File: src/rtl/ysyx_25020047_pkg.sv
// Shared definitions for the ysyx_25020047 execute-side sequencer:
// FSM state encodings and the one-hot IDU instruction-type codes.
package ysyx_25020047_pkg;

    typedef logic [2:0] state_t;

    localparam state_t S_IDLE   = 3'd0;
    localparam state_t S_FETCH  = 3'd1;
    localparam state_t S_WAIT   = 3'd2;
    localparam state_t S_DECODE = 3'd3;
    localparam state_t S_EXEC   = 3'd4;
    localparam state_t S_WB     = 3'd5;
    localparam state_t S_HALT   = 3'd6;
    localparam state_t S_TRAP   = 3'd7;

    localparam logic [7:0] INST_ADDI   = 8'h01;
    localparam logic [7:0] INST_JALR   = 8'h02;
    localparam logic [7:0] INST_EBREAK = 8'h04;

endpackage

File: src/rtl/ysyx_25020047_ctrl_wdt.sv
// IMEM response watchdog: 8-bit counter cleared on entry to WAIT,
// advanced each WAIT cycle; expired_o marks the last allowed cycle.
// Ports: clk, rst_n, clr_i (entering WAIT), inc_i (in WAIT), expired_o.
module ysyx_25020047_ctrl_wdt #(
    parameter int TIMEOUT_CYCLES = 255
) (
    input  logic clk,
    input  logic rst_n,
    input  logic clr_i,
    input  logic inc_i,
    output logic expired_o
);

    // expired_o is raised during the WAIT cycle that brings the
    // count up to TIMEOUT_CYCLES, so the FSM can leave on that edge.
    localparam logic [7:0] LAST = 8'(TIMEOUT_CYCLES - 1);

    logic [7:0] cnt_q;
    logic [7:0] cnt_d;

    always_comb begin
        cnt_d = cnt_q;
        if (clr_i) begin
            cnt_d = 8'd0;
        end else if (inc_i) begin
            cnt_d = cnt_q + 8'd1;
        end
    end

    always_ff @(posedge clk or negedge rst_n) begin
        if (!rst_n) begin
            cnt_q <= 8'd0;
        end else begin
            cnt_q <= cnt_d;
        end
    end

    assign expired_o = inc_i && (cnt_q == LAST);

endmodule

File: src/rtl/ysyx_25020047_exu_ctrl.sv
// Multi-cycle fetch/decode/execute/writeback sequencer with commit
// strobes, sticky halt/trap and a retired-instruction counter.
// Ports: clk, rst_n, start; IMEM req/gnt/rvalid/rdata; inst_q to IDU;
// inst_type, exu_reg_wen, exu_pc_wen in; rf_wen, pc_upd, pc_sel,
// halt, trap, retired out.
// Optional: YSYX_25020047_CTRL_TIMEOUT_EN adds an IMEM WAIT timeout.
module ysyx_25020047_exu_ctrl
    import ysyx_25020047_pkg::*;
#(
    parameter int CNT_W          = 32,
    parameter int TIMEOUT_CYCLES = 255
) (
    input  logic             clk,
    input  logic             rst_n,
    input  logic             start,
    output logic             imem_req,
    input  logic             imem_gnt,
    input  logic             imem_rvalid,
    input  logic [31:0]      imem_rdata,
    output logic [31:0]      inst_q,
    input  logic [7:0]       inst_type,
    input  logic             exu_reg_wen,
    input  logic             exu_pc_wen,
    output logic             rf_wen,
    output logic             pc_upd,
    output logic             pc_sel,
    output logic             halt,
    output logic             trap,
    output logic [CNT_W-1:0] retired
);

    state_t             state_q;
    state_t             state_d;
    logic [31:0]        inst_d;
    logic [CNT_W-1:0]   retired_q;
    logic [CNT_W-1:0]   retired_d;
    logic               tmo;

`ifdef YSYX_25020047_CTRL_TIMEOUT_EN
    ysyx_25020047_ctrl_wdt #(
        .TIMEOUT_CYCLES(TIMEOUT_CYCLES)
    ) u_wdt (
        .clk      (clk),
        .rst_n    (rst_n),
        .clr_i    ((state_q == S_FETCH) && imem_gnt && !imem_rvalid),
        .inc_i    (state_q == S_WAIT),
        .expired_o(tmo)
    );
`else
    logic unused_tmo_cfg;
    assign unused_tmo_cfg = ^32'(TIMEOUT_CYCLES);
    assign tmo = 1'b0;
`endif

    always_comb begin
        state_d   = state_q;
        inst_d    = inst_q;
        retired_d = retired_q;
        case (state_q)
            S_IDLE: begin
                if (start) begin
                    state_d = S_FETCH;
                end
            end
            S_FETCH: begin
                if (imem_gnt) begin
                    if (imem_rvalid) begin
                        inst_d  = imem_rdata;
                        state_d = S_DECODE;
                    end else begin
                        state_d = S_WAIT;
                    end
                end
            end
            S_WAIT: begin
                // A response on the limit cycle still wins.
                if (imem_rvalid) begin
                    inst_d  = imem_rdata;
                    state_d = S_DECODE;
                end else if (tmo) begin
                    state_d = S_TRAP;
                end
            end
            S_DECODE: begin
                case (inst_type)
                    INST_ADDI,
                    INST_JALR: begin
                        state_d = S_EXEC;
                    end
                    INST_EBREAK: begin
                        // ebreak retires without any commit strobe.
                        retired_d = retired_q + CNT_W'(1);
                        state_d   = S_HALT;
                    end
                    default: begin
                        state_d = S_TRAP;
                    end
                endcase
            end
            S_EXEC: begin
                state_d = S_WB;
            end
            S_WB: begin
                retired_d = retired_q + CNT_W'(1);
                state_d   = S_FETCH;
            end
            S_HALT: begin
                state_d = S_HALT;
            end
            S_TRAP: begin
                state_d = S_TRAP;
            end
            default: begin
                state_d = S_IDLE;
            end
        endcase
    end

    always_ff @(posedge clk or negedge rst_n) begin
        if (!rst_n) begin
            state_q   <= S_IDLE;
            inst_q    <= 32'd0;
            retired_q <= '0;
        end else begin
            state_q   <= state_d;
            inst_q    <= inst_d;
            retired_q <= retired_d;
        end
    end

    assign imem_req = (state_q == S_FETCH);
    assign rf_wen   = (state_q == S_WB) && exu_reg_wen;
    assign pc_upd   = (state_q == S_WB);
    assign pc_sel   = (state_q == S_WB) && exu_pc_wen;
    assign halt     = (state_q == S_HALT);
    assign trap     = (state_q == S_TRAP);
    assign retired  = retired_q;

endmodule

File: config.mk
export PLATFORM = sky130hd
export DESIGN_NAME = ysyx_25020047_exu_ctrl
export DESIGN_NICKNAME = d
export VERILOG_FILES = /design/src/rtl/ysyx_25020047_pkg.sv /design/src/rtl/ysyx_25020047_ctrl_wdt.sv /design/src/rtl/ysyx_25020047_exu_ctrl.sv
export SDC_FILE = /design/constraint.sdc
export NUM_CORES = 1
export LEC_CHECK = 0
export ABC_AREA = 1
export BUFFER_PORTS_ARGS = -buffer_cell sky130_fd_sc_hd__buf_2
export CAP_MARGIN = 20
export CORE_ASPECT_RATIO = 1.1
export CORE_MARGIN = 3
export CORE_UTILIZATION = 55
export CTS_CLUSTER_DIAMETER = 60
export DETAILED_ROUTE_END_ITERATION = 7
export HOLD_SLACK_MARGIN = 0.03
export PLACE_DENSITY = 0.85
export SKIP_LAST_GASP = 1
export SYNTH_ARGS = -nofsm -noshare
export SYNTH_HDL_FRONTEND = slang
export SYNTH_SLANG_ARGS = --single-unit
export TNS_END_PERCENT = 1
File: constraint.sdc
create_clock -name clk -period 3.25 [get_ports clk]
set_input_delay 0 -clock clk [delete_from_list [all_inputs] [get_ports clk]]
set_output_delay 0 -clock clk [all_outputs]
set_load 0.005 [all_outputs]
Word level (Yosys, flattened, before mapping)
Cells that the tools add are included.
{"block": "word_totals", "regBits": 67, "out_inout_bits": 70, "word_cells": 38}
{"block": "classes", "add_sub_neg": 1, "muxes": 11, "n_reduce_logical": 9, "n_eq_ne": 14}
{"operator": "32-bit one-hot mux with 2 select lines", "count": 2}
{"operator": "32-bit two-way mux", "count": 3}
{"operator": "32-bit by 1-bit adder with 32-bit output, second input constant", "count": 1}
{"operator": "3-bit one-hot mux with 8 select lines", "count": 1}
{"operator": "3-bit == test, second input constant", "count": 4}
{"operator": "3-bit two-way mux", "count": 3}
{"operator": "8-bit by 1-bit == test with 1-bit output, second input constant", "count": 1}
{"operator": "8-bit by 2-bit == test with 1-bit output, second input constant", "count": 1}
{"operator": "8-bit by 3-bit == test with 1-bit output, second input constant", "count": 1}
{"operator": "3-bit by 2-bit == test with 1-bit output, second input constant", "count": 2}
{"operator": "2-bit != test, second input constant", "count": 3}
{"operator": "2-bit one-hot mux with 2 select lines", "count": 1}
{"operator": "2-bit AND reduction", "count": 2}
{"operator": "2-bit nonzero test", "count": 2}
{"operator": "3-bit by 1-bit == test with 1-bit output, second input constant", "count": 1}
{"operator": "3-bit zero test", "count": 1}
{"operator": "3-bit AND reduction", "count": 1}
{"operator": "1-bit logical AND", "count": 2}
{"operator": "2-bit by 1-bit != test with 1-bit output, second input constant", "count": 1}
{"operator": "2-bit OR reduction", "count": 1}
{"operator": "1-bit two-way mux", "count": 1}

Depth between registers and ports, before layout
{"block": "depth", "depth_word": 4, "depth_mapped": 10}

Worst setup path after synthesis
Ideal clock, no wire load.
{"block": "synth_timing", "path_kind": "reg2reg", "from": "register retired_q[0] (netlist: retired[0])", "to": "register retired_q[18] (netlist: retired[18])", "setup_ns": 0.124, "arrival_ns": 1.420, "path_stages_with_launch": 8, "path_slack_ns": 1.706, "t_required_ns": 3.126, "path_buffers": 0, "cell_sequence": "dfrtp_1 ha_1 nand3_1 nor2_1 nand2_1 nor2_1 nand2_1 xnor2_1"}
{"block": "synth_via", "elab_chain_len": 3}
{"item": "start, declared", "line_no": "ysyx_25020047_exu_ctrl.sv:35", "text": "logic [CNT_W-1:0] retired_q;"}
{"item": "start signal, assigned", "line_no": "ysyx_25020047_exu_ctrl.sv:127", "text": "retired_q <= retired_d;"}
{"item": "32-bit by 1-bit adder with 32-bit output *", "line_no": "ysyx_25020047_exu_ctrl.sv:92, ysyx_25020047_exu_ctrl.sv:104"}
{"item": "32-bit two-way mux", "line_no": "ysyx_25020047_exu_ctrl.sv:85", "text": "case (inst_type)"}
{"item": "32-bit one-hot mux with 2 select lines *", "line_no": "ysyx_25020047_exu_ctrl.sv:59", "text": "case (state_q)"}
Every way passes the cells marked *; elsewhere a longest branch is shown, timed or not. The select of a mux whose other input is x is not followed.
A chain may end at the register's enable or synchronous reset.

Worst setup path in the final report
{"block": "layout_timing", "from": "register state_q[2]", "to": "register inst_q[22]"}
{"block": "layout_via", "elab_chain_len": 3, "elab_cells_between_ends": 6, "classes_between": "3 x eq/ne; 1 x mux; 2 x reduce/logical"}
{"item": "start, declared", "line_no": "ysyx_25020047_exu_ctrl.sv:32", "text": "state_t state_q;"}
{"item": "start signal, assigned", "line_no": "ysyx_25020047_exu_ctrl.sv:125", "text": "state_q <= state_d;"}
{"item": "3-bit by 1-bit == test with 1-bit output / 3-bit by 2-bit == test with 1-bit output (equally long branches)", "line_no": "ysyx_25020047_exu_ctrl.sv:59"}
{"item": "2-bit by 1-bit != test with 1-bit output (no line) / 2-bit nonzero test (equally long branches)"}
{"item": "2-bit AND reduction (no line)"}
{"item": "end signal, assigned", "line_no": "ysyx_25020047_exu_ctrl.sv:126", "text": "inst_q <= inst_d;"}
{"item": "end, declared", "line_no": "ysyx_25020047_exu_ctrl.sv:20", "text": "output logic [31:0] inst_q,"}
Several ways; a longest one is shown, not always the timed one.

==> flow_metrics.tcl <==
set metrics [dict create \
    fin_ws_ns 1.12 \
    synth.avg_cell_area_um2 7.66 \
    p_per_area_mw_per_mm2 658 \
    netlist.area_leader.share_pct 45.9 \
    async_reset_ff_share_pct 100 \
    start_util_pct 57.9 \
    pwr-share-comb_pct 37.0 \
    fin_skew_ns 0.00950 \
    criticalPathCategory "flop to flop" \
    maxCapViolations 0 \
    wl_per_cell_um 14.0 \
    arrival_ns 2.33 \
    tns_ns 0 \
    grt_overflow 0 \
    reg2reg_to "inst_q[22]" \
    worstMarginPinSlew_ns 0.843 \
    root_buffer "clkbuf_8" \
    drtPass1Iterations 5 \
    cts_resized 0 \
    htree_levels 3 \
    hold_path.class "input pin to flop" \
    die_y_um 91.5 \
    via_per_inst 5.05 \
    yosysSeqAreaShare_pct 45.9 \
    syn_inst 477 \
    finalSetupViolCount 0 \
    required_ns 3.45 \
    syn_to_final_growth_pct 30.9 \
    max_freq_mhz 469 \
    r2r_slack_ns 1.12 \
    r2r_cells 6 \
    p_clk_share_pct 22.4 \
    synth_area_mm2 0.00365 \
    grt_usage_pct 27.2 \
    ant_nets 0 \
    clockBufferDepth 2 \
    power_frac_seq_pct 40.6 \
    min_period_over_period_pct 65.6 \
    outcome "completed" \
    hold_depth 5 \
    yosysMostFrequentCell "nand2_1" \
    num_vias 3600 \
    min_from "start" \
    layout-drive-gt1-share_pct 27.6 \
    grt_pass1_wl_um 16800 \
    end_kind "flop" \
    synth_area_leaders "dfrtp_1 46%, nand2_1 18%, o21ai_2 7.7%, inv_1 7.0%, nor2_1 5.4%" \
    gp_congestion 0.897 \
    drc 0 \
    switchingPower_uw 1220 \
    clk_pin_slew_ns 0.08 \
    place.port_buffers 116 \
    diodes 0 \
    ys_ff_latch 67 \
    yosysWarnings 0 \
    cts-buffers-inserted 9 \
    antenna_found_initial 0 \
    leakage_uw 0.00255 \
    die_w_um 83.7 \
    hold_end "state_q[0]" \
    relSlewSlack_pct 43.8 \
    period_needed_ns 2.13 \
    totalWireLength_um 9970 \
    r2r-start "state_q[2]" \
    die-area_mm2 0.00766 \
    worstSkewPairLatency_ns 0.34 \
    placement_rows 30 \
    synth_edf_count 0 \
    syn_nets 525 \
    place_ws_ns 1.23 \
    fin_nets 676 \
    vdd_ir_drop_max_mv 0.491 \
    hpwl_um 6330 \
    drt-initial-drc-count 217 \
    cts_tree "built" \
    drv_slew 0 \
    hold_violations 0 \
    clock_sinks 67 \
    intPower_uw 1930 \
    grt_start_max_net_pins 65 \
    grt_pass1_vias 3712 \
    p_sw_share_pct 38.8 \
    num_io_pins 117 \
    crit_path_start_kind "flop" \
    core_mm2 0.00631 \
    yosys.area.top_type "dfrtp_1" \
    synth.distinct_cells 26 \
    path_max_fanout 64 \
    rsz0062_at_grt "false" \
    ys.flop_type "dfrtp_1" \
    synth_common_cells "176 x nand2_1, 68 x inv_1, 67 x dfrtp_1, 53 x nor2_1, 32 x o21ai_2" \
]
-- cells by family (layout without fill, tap and decap cells) --
kind of cell	count (synthesis)	in the layout	share of synthesized area, %
buffers and inverters	81	237	10.0
xor gates and xnor gates	17	17	4.08
adders and majority gates	1	1	0.343
and+or+nand+nor	272	272	31.0
DFF	67	67	45.9
AOI/OAI and AO/OA	39	39	8.63
-- timing repair --
item / 4_1_cts / 5_1_grt
hold buffers: 34 / 0
endpoints found under the hold margin: 66 / 0
setup endpoints to repair: 0 / 0
buffers inserted: 0 / 0
-- stage by stage --
step	cells	area [um2]	power, uW	util [%]	hold slack [ns]
finish	713	4780	3150	75.8	0.0980
global route	713	4780	3360	75.8	0.137
CTS	713	4780	3120	75.8	0.100
detailed placement	663	4240	2380	67.2	0.128
global placement	663	4240	2300	67.2	0.0990
floorplan	477	3650	2020	-	-0.296
-- power groups by stage --
stage / Combinational [uW] / Clock (uW) / Sequential, uW
2_1_floorplan: 751 / 0 / 1270
3_3_place_gp: 1030 / 0 / 1270
3_5_place_dp: 1100 / 0 / 1270
4_1_cts: 1130 / 715 / 1270
5_1_grt: 1300 / 757 / 1310
6_report: 1160 / 704 / 1280
-- per-layer routing --
metal	vias to the layer above	part of all wire [%]	global-route usage [%]	wire length, um
met5	-	0	0	0
met4	0	2.8	10.6	278
met3	29	7.4	6.90	738
met2	149	53	49.1	5260
met1	1670	37	30.4	3700
li1	1752	-	-	-
-- registers in the layout (all words and copies together), names as in the netlist --
| name | count |
|---|---|
| inst_q | 32 |
| state_q | 3 |
| retired | 32 |
-- cell usage in the layout, fill, tap and decap left out --
cell type	synthesis	final
nor2_1	53	53
inv_2	2	2
inv_1	68	68
clkinv_4	0	2
buf_4	2	1
clkinv_2	0	2
nor3_4	1	1
nor2_2	1	1
a21oi_1	3	3
dfrtp_1	67	67
nand4_1	8	8
dlygate4sd3_1	0	34
nand3_2	1	1
bufinv_16	0	1
ha_1	1	1
nand2_2	2	2
nor3b_1	2	2
nand3b_1	1	1
clkinvlp_4	0	1
nor3_1	3	3
clkbuf_8	0	10
nand2_4	1	1
xnor2_1	9	9
xor2_1	8	8
or2_2	1	1
nand3_1	21	21
o21ai_2	32	32
buf_2	2	116
o21ai_0	4	4
nand2_1	176	176
nand3_4	1	1
-- critical path: stages, from the launching register on --
cell and delay [ns]:
dfrtp_1 0.48, nor3_4 0.29, inv_2 0.06, nand2_2 0.08, nand3_4 0.60, nand2_1 0.36
o21ai_2 0.10
-- how the worst max path moves through the flow --
stage / from / to / cells past startpoint
finish: state_q[2] / inst_q[22] / 6
global route: state_q[2] / inst_q[22] / 6
CTS: state_q[2] / inst_q[18] / 6
detailed placement: state_q[2] / inst_q[18] / 6
global placement: state_q[2] / inst_q[9] / 6
floorplan: retired[0] / retired[18] / 7
-- cell type report --
class,count,area [um2]
flip-flops and latches,67,1680
repair buffers,151,928
inverters,70,263
clock buffers,10,138
multi-input cells,329,1610
well taps,80,100
fillers,449,1530
clock inverters,6,65.1
No activity file was read; power rests on OpenSTA's default activity.
